<file path="src/rtl/core_pkg.sv">
// Shared types and constants for the multi-cycle RV32I-subset core control path.
package core_pkg;

  localparam logic [6:0] OP_LOAD   = 7'b0000011;
  localparam logic [6:0] OP_STORE  = 7'b0100011;
  localparam logic [6:0] OP_R      = 7'b0110011;
  localparam logic [6:0] OP_I      = 7'b0010011;
  localparam logic [6:0] OP_LUI    = 7'b0110111;
  localparam logic [6:0] OP_JAL    = 7'b1101111;
  localparam logic [6:0] OP_BRANCH = 7'b1100011;

  typedef enum logic [3:0] {
    ALU_ADD    = 4'd0,
    ALU_SUB    = 4'd1,
    ALU_AND    = 4'd2,
    ALU_OR     = 4'd3,
    ALU_SLL    = 4'd4,
    ALU_SLT    = 4'd5,
    ALU_XOR    = 4'd6,
    ALU_SRL    = 4'd7,
    ALU_SRA    = 4'd8,
    ALU_PASS_B = 4'd9
  } alu_cmd_e;

  typedef enum logic [2:0] {
    IMM_I = 3'd0,
    IMM_S = 3'd1,
    IMM_B = 3'd2,
    IMM_J = 3'd3,
    IMM_U = 3'd4
  } imm_src_e;

  typedef enum logic [1:0] {
    RES_ALUOUT = 2'd0,
    RES_MEM    = 2'd1,
    RES_ALU    = 2'd2
  } result_src_e;

  typedef enum logic [1:0] {
    SRCA_PC     = 2'd0,
    SRCA_OLD_PC = 2'd1,
    SRCA_RS1    = 2'd2
  } src_a_e;

  typedef enum logic [1:0] {
    SRCB_RS2  = 2'd0,
    SRCB_IMM  = 2'd1,
    SRCB_FOUR = 2'd2
  } src_b_e;

  typedef enum logic [3:0] {
    ST_BOOT, ST_FETCH, ST_DECODE, ST_MEM_ADR, ST_MEM_READ, ST_MEM_WB, ST_MEM_WRITE,
    ST_EXEC_R, ST_EXEC_I, ST_EXEC_U, ST_ALU_WB, ST_JAL, ST_BEQ, ST_FAULT
  } ctrl_state_e;

  typedef enum logic [1:0] {
    FC_NONE    = 2'd0,
    FC_ILLEGAL = 2'd1,
    FC_TIMEOUT = 2'd2
  } fault_cause_e;

  // Immediate format implied by the opcode; unknown opcodes fall back to I.
  function automatic imm_src_e imm_for_op(input logic [6:0] op);
    case (op)
      OP_I, OP_LOAD: return IMM_I;
      OP_STORE:      return IMM_S;
      OP_BRANCH:     return IMM_B;
      OP_JAL:        return IMM_J;
      OP_LUI:        return IMM_U;
      default:       return IMM_I;
    endcase
  endfunction

endpackage

</file>
<file path="src/rtl/alu_cmd_decoder.sv">
// Maps funct3 / funct7[5] / opcode[5] to the ALU command for R- and I-type ops.
module alu_cmd_decoder
  import core_pkg::*;
(
  input  logic [2:0] funct_3,
  input  logic       funct_7_bit_5,
  input  logic       op_bit_5,
  output alu_cmd_e   alu_cmd
);

  // funct7[5] only selects SUB on register ops; on addi it is an immediate bit.
  always_comb begin
    alu_cmd = ALU_ADD;
    case (funct_3)
      3'b000:  alu_cmd = (op_bit_5 && funct_7_bit_5) ? ALU_SUB : ALU_ADD;
      3'b001:  alu_cmd = ALU_SLL;
      3'b010:  alu_cmd = ALU_SLT;
      3'b100:  alu_cmd = ALU_XOR;
      3'b101:  alu_cmd = funct_7_bit_5 ? ALU_SRA : ALU_SRL;
      3'b110:  alu_cmd = ALU_OR;
      3'b111:  alu_cmd = ALU_AND;
      default: alu_cmd = ALU_ADD;
    endcase
  end

endmodule

</file>
<file path="src/rtl/multicycle_controller.sv">
// Main sequencing FSM of the multi-cycle core: fetch/decode/execute control,
// shared memory port handshake with watchdog, and sticky fault trapping.
module multicycle_controller
  import core_pkg::*;
#(
  parameter int unsigned TIMEOUT_CYCLES = 255,
  localparam int unsigned CNT_W = $clog2(TIMEOUT_CYCLES + 1)
) (
  input  logic       clk,
  input  logic       rst_n,
  input  logic [6:0] op_code,
  input  logic [2:0] funct_3,
  input  logic       funct_7_bit_5,
  input  logic       zero,
  input  logic       mem_ready,
  output logic       mem_req,
  output logic       mem_write,
  output logic       adr_src,
  output logic       ir_write,
  output logic       pc_write,
  output logic       reg_write,
  output logic [1:0] result_src,
  output logic [1:0] alu_src_a,
  output logic [1:0] alu_src_b,
  output logic [2:0] imm_src,
  output logic [3:0] alu_control,
  output logic       instr_retire,
  output logic       fault,
  output logic [1:0] fault_cause
);

  // A disabled watchdog still needs a 1-bit counter to keep the code legal.
  localparam int unsigned WD_W = (CNT_W < 1) ? 1 : CNT_W;
  localparam logic [WD_W-1:0] WD_LAST =
    WD_W'((TIMEOUT_CYCLES == 0) ? 0 : TIMEOUT_CYCLES - 1);

  ctrl_state_e     state_q, state_d;
  logic [WD_W-1:0] wd_cnt_q, wd_cnt_d;
  fault_cause_e    cause_q, cause_d;
  logic            wd_expire;
  alu_cmd_e        exec_cmd;

  alu_cmd_decoder u_alu_dec (
    .funct_3       (funct_3),
    .funct_7_bit_5 (funct_7_bit_5),
    .op_bit_5      (op_code[5]),
    .alu_cmd       (exec_cmd)
  );

  // This stalled cycle is the TIMEOUT_CYCLES-th in a row; a ready arriving now takes priority.
  assign wd_expire = (TIMEOUT_CYCLES != 0) && (wd_cnt_q == WD_LAST);

  // State, watchdog and fault cause registers; reset drops the memory request at once.
  always_ff @(posedge clk or negedge rst_n) begin
    if (!rst_n) begin
      state_q  <= ST_BOOT;
      wd_cnt_q <= '0;
      cause_q  <= FC_NONE;
    end else begin
      state_q  <= state_d;
      wd_cnt_q <= wd_cnt_d;
      cause_q  <= cause_d;
    end
  end

  // Next-state logic; the watchdog clears whenever no access is stalling.
  always_comb begin
    state_d  = state_q;
    wd_cnt_d = '0;
    cause_d  = cause_q;
    case (state_q)
      ST_BOOT: state_d = ST_FETCH;
      ST_FETCH, ST_MEM_READ, ST_MEM_WRITE: begin
        if (mem_ready) begin
          case (state_q)
            ST_FETCH:    state_d = ST_DECODE;
            ST_MEM_READ: state_d = ST_MEM_WB;
            default:     state_d = ST_FETCH;
          endcase
        end else if (wd_expire) begin
          state_d = ST_FAULT;
          cause_d = FC_TIMEOUT;
        end else begin
          wd_cnt_d = wd_cnt_q + 1'b1;
        end
      end
      ST_DECODE: begin
        case (op_code)
          OP_LOAD, OP_STORE: state_d = ST_MEM_ADR;
          OP_R:              state_d = ST_EXEC_R;
          OP_I:              state_d = ST_EXEC_I;
          OP_LUI:            state_d = ST_EXEC_U;
          OP_JAL:            state_d = ST_JAL;
          OP_BRANCH:         state_d = ST_BEQ;
          default: begin
            state_d = ST_FAULT;
            cause_d = FC_ILLEGAL;
          end
        endcase
      end
      ST_MEM_ADR: state_d = op_code[5] ? ST_MEM_WRITE : ST_MEM_READ;
      ST_EXEC_R, ST_EXEC_I, ST_EXEC_U, ST_JAL: state_d = ST_ALU_WB;
      ST_MEM_WB, ST_ALU_WB, ST_BEQ: state_d = ST_FETCH;
      ST_FAULT: state_d = ST_FAULT;
      default:  state_d = ST_BOOT;
    endcase
  end

  // Moore outputs per state, plus the ready-gated fetch/store strobes and branch-taken PC write.
  always_comb begin
    mem_req      = 1'b0;
    mem_write    = 1'b0;
    adr_src      = 1'b0;
    ir_write     = 1'b0;
    pc_write     = 1'b0;
    reg_write    = 1'b0;
    result_src   = RES_ALUOUT;
    alu_src_a    = SRCA_PC;
    alu_src_b    = SRCB_RS2;
    imm_src      = IMM_I;
    alu_control  = ALU_ADD;
    instr_retire = 1'b0;
    fault        = 1'b0;
    fault_cause  = cause_q;
    if (state_q != ST_BOOT && state_q != ST_FAULT) imm_src = imm_for_op(op_code);
    case (state_q)
      ST_FETCH: begin
        mem_req    = 1'b1;
        alu_src_b  = SRCB_FOUR;
        result_src = RES_ALU;
        ir_write   = mem_ready;
        pc_write   = mem_ready;
      end
      ST_DECODE: begin
        alu_src_a = SRCA_OLD_PC;
        alu_src_b = SRCB_IMM;
      end
      ST_MEM_ADR: begin
        alu_src_a = SRCA_RS1;
        alu_src_b = SRCB_IMM;
      end
      ST_MEM_READ: begin
        adr_src = 1'b1;
        mem_req = 1'b1;
      end
      ST_MEM_WB: begin
        result_src   = RES_MEM;
        reg_write    = 1'b1;
        instr_retire = 1'b1;
      end
      ST_MEM_WRITE: begin
        adr_src      = 1'b1;
        mem_req      = 1'b1;
        mem_write    = 1'b1;
        instr_retire = mem_ready;
      end
      ST_EXEC_R: begin
        alu_src_a   = SRCA_RS1;
        alu_src_b   = SRCB_RS2;
        alu_control = exec_cmd;
      end
      ST_EXEC_I: begin
        alu_src_a   = SRCA_RS1;
        alu_src_b   = SRCB_IMM;
        alu_control = exec_cmd;
      end
      ST_EXEC_U: begin
        alu_src_b   = SRCB_IMM;
        alu_control = ALU_PASS_B;
      end
      ST_ALU_WB: begin
        reg_write    = 1'b1;
        instr_retire = 1'b1;
      end
      ST_JAL: begin
        alu_src_a = SRCA_OLD_PC;
        alu_src_b = SRCB_FOUR;
        pc_write  = 1'b1;
      end
      ST_BEQ: begin
        alu_src_a    = SRCA_RS1;
        alu_src_b    = SRCB_RS2;
        alu_control  = ALU_SUB;
        pc_write     = zero;
        instr_retire = 1'b1;
      end
      ST_FAULT: fault = 1'b1;
      default: ;
    endcase
  end

endmodule

</file>
<file path="config.mk">
export PLATFORM = sky130hd
export DESIGN_NAME = multicycle_controller
export DESIGN_NICKNAME = d
export VERILOG_FILES = /design/src/rtl/core_pkg.sv /design/src/rtl/alu_cmd_decoder.sv /design/src/rtl/multicycle_controller.sv
export SDC_FILE = /design/constraint.sdc
export NUM_CORES = 1
export LEC_CHECK = 0
export CORE_AREA = 4 4 61 63
export CTS_CLUSTER_SIZE = 10
export DETAILED_ROUTE_END_ITERATION = 6
export DIE_AREA = 0 0 65 67
export GPL_TIMING_DRIVEN = 0
export PLACE_DENSITY = 0.82
export SYNTH_ARGS = -nofsm -noshare
export SYNTH_HDL_FRONTEND = slang
export SYNTH_SLANG_ARGS = --single-unit
</file>
<file path="constraint.sdc">
create_clock -name clk -period 1.9 [get_ports clk]
set_input_delay 0.38 -clock clk [delete_from_list [all_inputs] [get_ports clk]]
set_output_delay 0.38 -clock clk [all_outputs]
set_load 0.05 [all_outputs]
</file>
== Yosys cells after proc, flatten, opt, wreduce, memory -nomap -nowiden ==
Index checks and enable logic that the tools add are counted.
Widths: inputs -> output; s select.
Storage, ports and cells
  register bits after elaboration: 14
  latch bits: 0
  bits in writable memories: 0
  bits in read-only memories: 0
  output and inout port bits: 23
  memories: 0
Cells by class
  add/subtract/negate cells: 1
  multipliers: 0
  div/mod/pow operators: 0
  $lt $le $gt $ge: 0
  equality and inequality tests: 32
  shift-type cells: 0
  mux-type cells: 30
  bitwise gates (word level): 0
  reductions and logical operators: 20
Operators by type and width (number)
  $pmux 4 s6: 2
  $pmux 4 s7: 1
  $eq 4x4->1 const B: 6
  $mux 8: 3
  $eq 7x6->1 const B: 3
  $eq 4x3->1 const B: 4
  $pmux 2 s2: 4
  $reduce_or 4->1: 4
  $eq 7x7->1 const B: 2
  $eq 3x3->1 const B: 4
  $mux 4: 3
  $pmux 3 s4: 1
  $pmux 4 s3: 1
  $reduce_or 2->1: 6
  $add 8x1->8 const B: 1
  $eq 4x2->1 const B: 2
  $eq 8x8->1 const B: 1
  $mux 2: 4
  $eq 7x2->1 const B: 1
  $eq 7x5->1 const B: 1
  $mux 1: 7
  $reduce_or 7->1: 1
  $pmux 3 s2: 1
  $reduce_or 3->1: 2
  other kinds (16): 18

== Depth between registers and ports, before layout ==
  depth in word-level cells: 4
  mapped depth: 7
  gate-level depth less buffers: 6

== Modules after synthesis ==
A second synthesis with hierarchy kept.
Unflattened totals
  cells, all modules: 169
  area total of the unflattened synthesis: 1261.2 um^2
By module, submodules not included
  multicycle_controller: times used 1, cells an instance 157, area each 1182.4 um^2, seq. area each 350.3 um^2
  alu_cmd_decoder: times used 1, cells an instance 12, area each 78.8 um^2, seq. area each 0.0 um^2

== Worst setup path after synthesis ==
No wires, ideal clock.
  path kind: reg2out
  start: register state_q[2]
  end: output imm_src[2]
  data arrival time: 2.500 ns
  required time: 1.520 ns
  slack: -0.980 ns
  cell stages (with the launch flop): 8
  path through: dfrtp_1 > buf_2 > buf_2 > nand2_1 > nor2_1 > o21ai_0 > nand2_1 > nor4_1
Between the ends
  cells in the longest elaborated chain, start to end: 3
  elaborated cells on any way between the ends: 4
  those cells by class: eq/ne (1); mux (1); reduce/logical (2)
RTL lines
  from (decl): RTL line multicycle_controller.sv:37  | ctrl_state_e state_q, state_d;
  from (signal assigned): RTL line multicycle_controller.sv:60  | state_q <= state_d;
  $ne 4x4->1 or $reduce_bool 4->1 (tied branches): RTL line multicycle_controller.sv:125  | if (state_q != ST_BOOT && state_q != ST_FAULT) imm_src = imm_for_op(op_code);
  $logic_and 1x1->1 *: RTL line multicycle_controller.sv:125
  $mux 3 *: RTL line multicycle_controller.sv:125
  to (decl): RTL line multicycle_controller.sv:25  | output logic [2:0] imm_src,
Every way passes the cells marked *; elsewhere a longest branch is shown, timed or not.

== Worst setup path in the final report ==
  start: register state_q[2]
  end: output instr_retire
Between the ends
  cells in the longest elaborated chain, start to end: 3
  elaborated cells on any way between the ends: 6
  those cells by class: eq/ne (4); mux (1); reduce/logical (1)
RTL lines
  $eq 4x3->1 or $eq 4x4->1 (tied branches): RTL line multicycle_controller.sv:126  | case (state_q)
  $reduce_or 3->1 (no source line)
  $pmux 1 s2 *: RTL line multicycle_controller.sv:126
  to (decl): RTL line multicycle_controller.sv:27  | output logic instr_retire,
Marks and branches as above.

==> run metrics <==
outcome=finished, violations left; failing checks=setup timing; largest net degree at the start of global routing=15; average wire per standard cell=15.1 µm; EDFF count, synth=0; Syn. warnings=0; RSZ-0062 raised after global routing=true; nets@finish=between 200 and 300; Port Buffers=33; CTS Root Cell=clkbuf_4; clock tree buffer depth=2; Residual DRC=0; fin cells=roughly 280; # setup viols final=13; DRT iter0 DRCs=between 100 and 150; die height=67 µm; Main synth FF type=dfrtp_1; Seq/Total Area, Yosys=0.256; critical-path maximum fanout=6; fin. max-slew vios=0; initial antenna violation count=0; hpwl dp=2670 µm; commonest non-fill, non-tap cell in the layout=buf_6; Leak=around 0.95 nW; GR Layer Usage met3=0.0219; final antenna-violating net count=0; Worst Max-Slew Pin Slew=0.584 ns; fillers=242; TritonCTS buffer count=3; Crit. Startpoint=state_q[2]$_DFFE_PN0P_; I/O Pins=38; grt met1 use=0.226; Worst slew margin=0.609; FF/Latch Area=352 µm²; synth unique cells=48; share of post-route cells with drive strength above 1=0.453; Mapped Cells=187; GRT Max-Usage Layer=met2; Pre-antenna DRT Iters=4; maximum clock rate=~500 MHz; Placed Cells=~270; n_diodes=0; R2R Path Start=state_q[2]$_DFFE_PN0P_; crit path capture type=output port; CP Data Arrival Time=1.62 ns; GRT overflow=0; area occupied by multi-input gates=~1200 µm²; total wire length=4250 µm; CTS tree=yes; r2r endpoint=state_q[0]$_DFFE_PN0P_; R2R depth=6; vias in the first global route=1,440; maximum VDD drop=0.585 mV; critical path class=flip-flop to output port; Hold WC Path Type=input port to async pin; H-tree levels=1; vias per cell=roughly 5.7; Syn-to-layout area delta=64.7%; Tmin final=2.00 ns; Layout Skew=0.000972 ns; GRT Resource Usage Total=0.185; Setup TNS Final=-0.781 ns; Reg clk slew, reported paths=roughly 0.080 ns; Pwr Total=about 3.7 mW; clock sink total=14; Avg Cell Area, Syn=7.33 µm²; Skew-Pair Late Insertion Delay=0.28 ns; Hold Fails Final Rpt=0; net count after synthesis=204; GR Layer Usage met2=0.323; Post-Syn Area=about 1400 µm²; asr flop ratio synth=1.00; commonest cells after routing, fill and taps aside=21 x buf_6, 20 x nor2_1, 18 x nand2_1; period utilization=1.05; Max Cap Violations=0; Die X=65 µm; FF+latch count, synth=14; Placeable Area=3230 µm²; die footprint=4360 µm²; first-pass GRT wire length=6400 µm; P per Cell Area=1620 nW/µm²; total vias in the final route=1,604; initial core utilization=0.424; Worst Setup Start Kind=flip-flop; WP data required=between 1.5 and 2 ns; GPL Wtd Cong=0.899; post-route worst setup slack=-0.102 ns; FP Rows=21; Reg2Reg Setup Slack=0.08 ns
[layout make-up]
class | instances | area share
Buffer | 13 | 0.0588
Clock buffer | 4 | 0.0161
Inverter | 5 | 0.0161
Multi-Input combinational cell | 154 | 0.540
Sequential cell | 14 | 0.156
Tap cell | 46 | 0.0255
Timing Repair Buffer | 46 | 0.188
[metrics by stage]
| stage | hold WS, ns | worst slack [ns] | utilization | area (µm²) |
|---|---|---|---|---|
| after global routing | 0.502 | -0.190 | 0.698 | 2260 |
| after floorplan | 0.0844 | -0.145 | - | 1530 |
| after CTS | 0.478 | -0.118 | 0.644 | 2080 |
| after global placement | 0.471 | -0.982 | 0.592 | 1910 |
| after detailed placement | 0.472 | -0.997 | 0.592 | 1910 |
| final | 0.461 | -0.102 | 0.698 | 2260 |
[routing by layer]
layer / part of all wire / routed length [µm]
met2: 0.52 / 2200
met5: 0 / 0
met3: 0.060 / 254
met1: 0.40 / 1700
met4: 0.021 / 91
[cell families after synthesis]
| group | synth area share |
|---|---|
| adder cells (fa/ha/maj) | 0.0183 |
| AO/OA/AOI/OAI | 0.218 |
| flip-flops | 0.256 |
| buffers and inverters | 0.0694 |
| XOR/XNOR | 0.0511 |
| AND/OR/NAND/NOR | 0.387 |
[report_power, final]
part | total [mW] | leakage (nW) | internal (mW) | switching [mW]
Combinational | 3.04 | 0.748 | 1.21 | 1.83
Sequential | 0.407 | 0.182 | 0.356 | 0.0503
Clock | 0.213 | 0.0210 | 0.117 | 0.0962
Total | 3.66 | 0.951 | 1.68 | 1.97
[cells in the mapped netlist, types with 2 or more instances]
library cell	instances	area [µm²]
xnor2_1	3	26.3
nor3b_1	2	15.0
a21oi_1	9	45.0
dfrtp_1	14	350
o211a_1	2	20.0
nand2_1	24	90.1
nor3_1	10	50.1
clkbuf_1	4	15.0
and3_1	4	25.0
o22ai_1	2	12.5
inv_1	5	18.8
or3_1	2	12.5
a211oi_1	2	15.0
nor2b_1	8	50.1
nand3_1	8	40.0
nand2b_1	8	50.1
buf_2	7	35.0
buf_4	2	15.0
xor2_1	5	43.8
o21ai_0	14	70.1
ha_1	2	25.0
nor2_1	24	90.1
[worst max-delay path, cell delays in order, from the launching register on]
cell	delay (ns)
dfrtp_2	0.45
buf_8	0.15
inv_4	0.10
nand2_4	0.08
nand2_1	0.09
a21oi_2	0.05
o32ai_4	0.22
buf_6	0.19
[worst max-delay path by stage]
stage	endpoint
after floorplan	imm_src[2]
after global placement	alu_control[3]
after detailed placement	alu_control[0]
after CTS	imm_src[2]
after global routing	alu_control[2]
final	instr_retire
[flip-flops by register name (all words and copies together) (netlist names)]
register and cells:
wd_cnt_q 8, state_q 4, fault_cause 2
[timing repair]
action                                  CTS  global route
hold buffers                              0             0
resized for setup                       175            44
setup buffers                             9             4
endpoints found under the setup margin   22            20
pin swaps                                 8            10
gates cloned                              0             0
Note: power is estimated with default switching activity, not from simulation.
==> RTL edit 1: new RTL, same flow settings <==
Change the parameter `TIMEOUT_CYCLES` from 255 to 510.
--- a/src/rtl/multicycle_controller.sv
+++ b/src/rtl/multicycle_controller.sv
@@ -4,5 +4,5 @@
   import core_pkg::*;
 #(
-  parameter int unsigned TIMEOUT_CYCLES = 255,
+  parameter int unsigned TIMEOUT_CYCLES = 510,
   localparam int unsigned CNT_W = $clog2(TIMEOUT_CYCLES + 1)
 ) (
Formal check against the unedited RTL: same outputs for any inputs over 10 cycles, from zero or initial values and one cycle with rst_n low; that may be too few to reach the edited logic, so the function may still have changed.
==> RTL edit 1 against the unedited design <==
- the run still ends with setup timing left
- wire length rose by 6.4%
- sequential cell count rose by 1
- hold slack improved by 21 ps
- total power rose by 4.3%
- register-to-register slack got worse by 290 ps
- design area rose by 0.67%
- largest cell class unchanged
- fmax fell by 5.3%
- largest power group unchanged
- critical path depth fell by 1
- sequential power rose by 4%
- worst setup slack got worse by 110 ps
- area after synthesis fell by 3.7%
- global-route usage fell by 1.3 points
- die area did not move
==> RTL edit 1: results (changes against the unedited design) <==
Setup path
  – Largest stage delay, worst path: 490 ps (+40 ps)
  – CP startpoint: state_q[0]
  – CP Max Fanout: 5 (-1)
  – Critical-path top delay cell: or4_1

Clock network
  – Post-CTS sizing: 189 (+8.0%)
  – Clock transition at the registers of the reported paths: 100 ps (+20 ps)

Placed design
  – Hpwl dp: 2533 µm (-5.2%)
  – Placed Instance Area: 0.001837 mm² (-4.0%)
  – DP Worst Slack: -960.7 ps (+36.51 ps)
  – Placed cells: 258 (-3.0%)

Final layout
  – Max FFs per register: 9 (+1)
  – Number of logic inverters in the finished layout: 6 (+1)
  – Area of the multi-input gates: 0.001140 mm² (-6.5%)
  – Finished Layout Cells: 279 (-1.1%)
  – Filler Cells Inserted: 236 (-2.5%)
  – Post-layout net count: 251 (-1.2%)
  – Multi-In Gates: 144 (-6.5%)
  – Register Area: 375.4 µm² (+6.8%)
  – Non-clock buffer share of cell area: 0.2836 (+0.03692)
  – Clock Buffer Count: 3 (-1)
  – Number of non-clock buffers in the layout: 64 (+8.5%)
  – Layout cells sized above 1: 0.4421 (-0.01133)

Drt
  – Initial DRC count: 88 (-40%)
  – WL met1: 1777 µm (+4.5%)

STA
  – Final setup viols: 25 (+12)
  – Clock Skew: 14.67 ps (+13.70 ps)
  – Worst setup margin: -214.1 ps (-112.3 ps)
  – Hold WS: 481.3 ps (+20.54 ps)
  – Setup tns final: -2956 ps (-2175 ps)
  – Slew @ Worst Pin: 664.5 ps (+80.04 ps)

Power
  – Peak supply drop: 0.5430 mV (-7.1%)
  – Static leakage: 0.0009786 µW (+2.9%)
  – Int Pwr: 1801 µW (+7.0%)

Synthesis
  – Post-synthesis cell type count: 46 (-4.2%)
  – Post-Syn Instances: 176 (-5.9%)
  – Register area share after synthesis: 0.2844 (+0.02865)
  – Adder-cell area share of the yosys netlist: 0.01896 (+0.0006925)
  – Syn_area_per_cell: 7.500 µm² (+2.4%)
  – Yosys reg bits: 15 (+1)
  – XOR/XNOR Fraction of Synth Area: 0.06635 (+0.01521)

Global route
  – Global-route wire length before repair: 5892 µm (-8.0%)
  – Met1 usage: 0.2284 (+0.002058)
  – M2 GR Usage: 0.2759 (-0.04725)
  – Vias in the first global route: 1,325 (-8.0%)

Status
  – Status: complete, but fails checks
  – Failing checks: setup timing
==> RTL edit 1: changes by cell type after synthesis, sizes merged, moves of 2 or more <==
| cell | delta |
|---|---|
| xnor2 | +3 |
| o211ai | +2 |
| nor2 | +6 |
| nand2b | -3 |
| o21ai | -5 |
| mux2 | +2 |
| nand4 | +2 |
| nand2 | -12 |
| buf | -3 |
| nor3 | -5 |
| nor4 | -2 |
==> RTL edit 1: power by group through the flow <==
| stage | clock network [µW] | registers (µW) | logic [µW] |
|---|---|---|---|
| floorplan | 0 | 435 | 1730 |
| global placement | 0 | 433 | 2280 |
| detailed placement | 0 | 432 | 2290 |
| CTS | 188 | 420 | 2740 |
| global route | 209 | 429 | 3340 |
| finish | 185 | 424 | 3200 |
==> RTL edit 1: cells by family (layout without fill, tap and decap cells) <==
kind of cell	after synthesis	in the layout
flops	15	15
mux	3	3
compound gates	40	40
fa+ha+maj	2	2
buf+inv	17	74
xor+xnor	10	10
simple gates	89	89
==> RTL edit 2: new RTL, same settings <==
Without the edit above. Make the reset (`rst_n`) synchronous in one clocked block.
--- a/src/rtl/multicycle_controller.sv
+++ b/src/rtl/multicycle_controller.sv
@@ -52,5 +52,5 @@
 
   // State, watchdog and fault cause registers; reset drops the memory request at once.
-  always_ff @(posedge clk or negedge rst_n) begin
+  always_ff @(posedge clk) begin
     if (!rst_n) begin
       state_q  <= ST_BOOT;
Formal check against the unedited RTL: differs if rst_n is asserted again (counterexample within 4 cycles, from zero or initial values and one cycle with rst_n low); with rst_n held inactive, the same outputs for 10 cycles.
==> RTL edit 2 against the unedited design <==
- the run still ends with setup timing left
- design area increased by 2.3%
- clock power decreased by 22%
- critical path depth decreased by 1
- final cell count rose by 1.1%
- die area stayed put
- count of clock-buffer cells in the layout decreased by 1
- total power decreased by 2.6%
- worst setup slack about the same
- sequential cell count is the same
- area after synthesis is 10% lower
- wire length rose by 13%
- register-to-register slack worse by 70 ps
- non-clock buffer count increased by 15
- synthesized cell count is 9.6% lower
- largest power group unchanged
==> RTL edit 2: results (changes against the unedited design) <==
Placed design
  – DP Worst Slack: -1053 ps (-55.57 ps)
  – Hpwl dp: 2608 µm (-2.4%)
  – Placer congestion estimate: 0.8294 (-7.7%)

Global route
  – Largest net degree at the start of global routing: 11 (-4)

Drt
  – Average wire per standard cell: 16.80 µm (+12%)
  – Detail Route met2 WL: 2394 µm (+8.9%)
  – WL met1: 1957 µm (+15%)
  – Met3 wire len: 343 µm (+35%)
  – Initial DRC count: 138 (-5.5%)

STA
  – Hold WS: 480.6 ps (+19.78 ps)
  – Worst setup margin: -102.1 ps (-0.3130 ps)
  – Final setup viols: 7 (-6)

Final layout
  – Layout cells sized above 1: 0.4854 (+0.03197)
  – P&R area growth vs syn: 87.41%
  – Filler Cells Inserted: 239 (-1.2%)

Synthesis
  – Adder-cell area share of the yosys netlist: 0.02030 (+0.002040)
  – Ys flop type: dfxtp_1
  – Post-synthesis cell type count: 55 (+15%)
  – Fraction of registers with async set or reset after synthesis: 0 (-1.000)
  – Main area contributors after synthesis: dfxtp_1 23%, nor2_1 9.1%, nand2_1 4.6%, o21ai_0 4.5%, xnor2_1 3.6%

Clock network
  – Post-CTS setup buffer count: 21 (+12)
  – Post-CTS sizing: 173 (-1.1%)

Setup path
  – Critical-path top delay cell: dfxtp_4
  – Largest stage delay, worst path: 370 ps (-80 ps)
  – CP Max Fanout: 5 (-1)
  – CP startpoint: state_q[3]

Power
  – Static leakage: 0.0009905 µW (+4.2%)
  – Peak supply drop: 0.5191 mV (-11%)

Status
  – Failing checks: setup timing
  – Status: complete, but fails checks

Min path
  – Hold Crit Class: reg -> reg
## RTL edit 2: area by class of cell
class / count / share of cell area
Buffer: 8 / 0.05363
Timing Repair Buffer: 66 / 0.2665
Inverter: 6 / 0.01138
Sequential cell: 14 / 0.1246
Clock buffer: 3 / 0.009751
Multi-Input combinational cell: 142 / 0.5092
Tap cell: 46 / 0.02492
## RTL edit 2: logic make-up after synthesis
| kind of cell | count (synthesis) |
|---|---|
| adders and majority gates | 2 |
| muxes | 1 |
| buffers and inverters | 14 |
| AOI/OAI and AO/OA | 43 |
| and+or+nand+nor | 86 |
| DFF | 14 |
| xor gates and xnor gates | 9 |
## RTL edit 2: power breakdown
group	leakage [µW]	internal (µW)	total, µW	switching (µW)
combinational	0.000861	1360	3000	1640
clock	0.0000138	73.6	166	92.8
sequential	0.000115	351	393	41.1
## RTL edit 2: metal layers
layer / track usage / vias up
met5: 0 / -
met4: 0.09499 / 0
met3: 0.03541 / 13
li1: - / 749
met2: 0.3448 / 81
met1: 0.2636 / 771
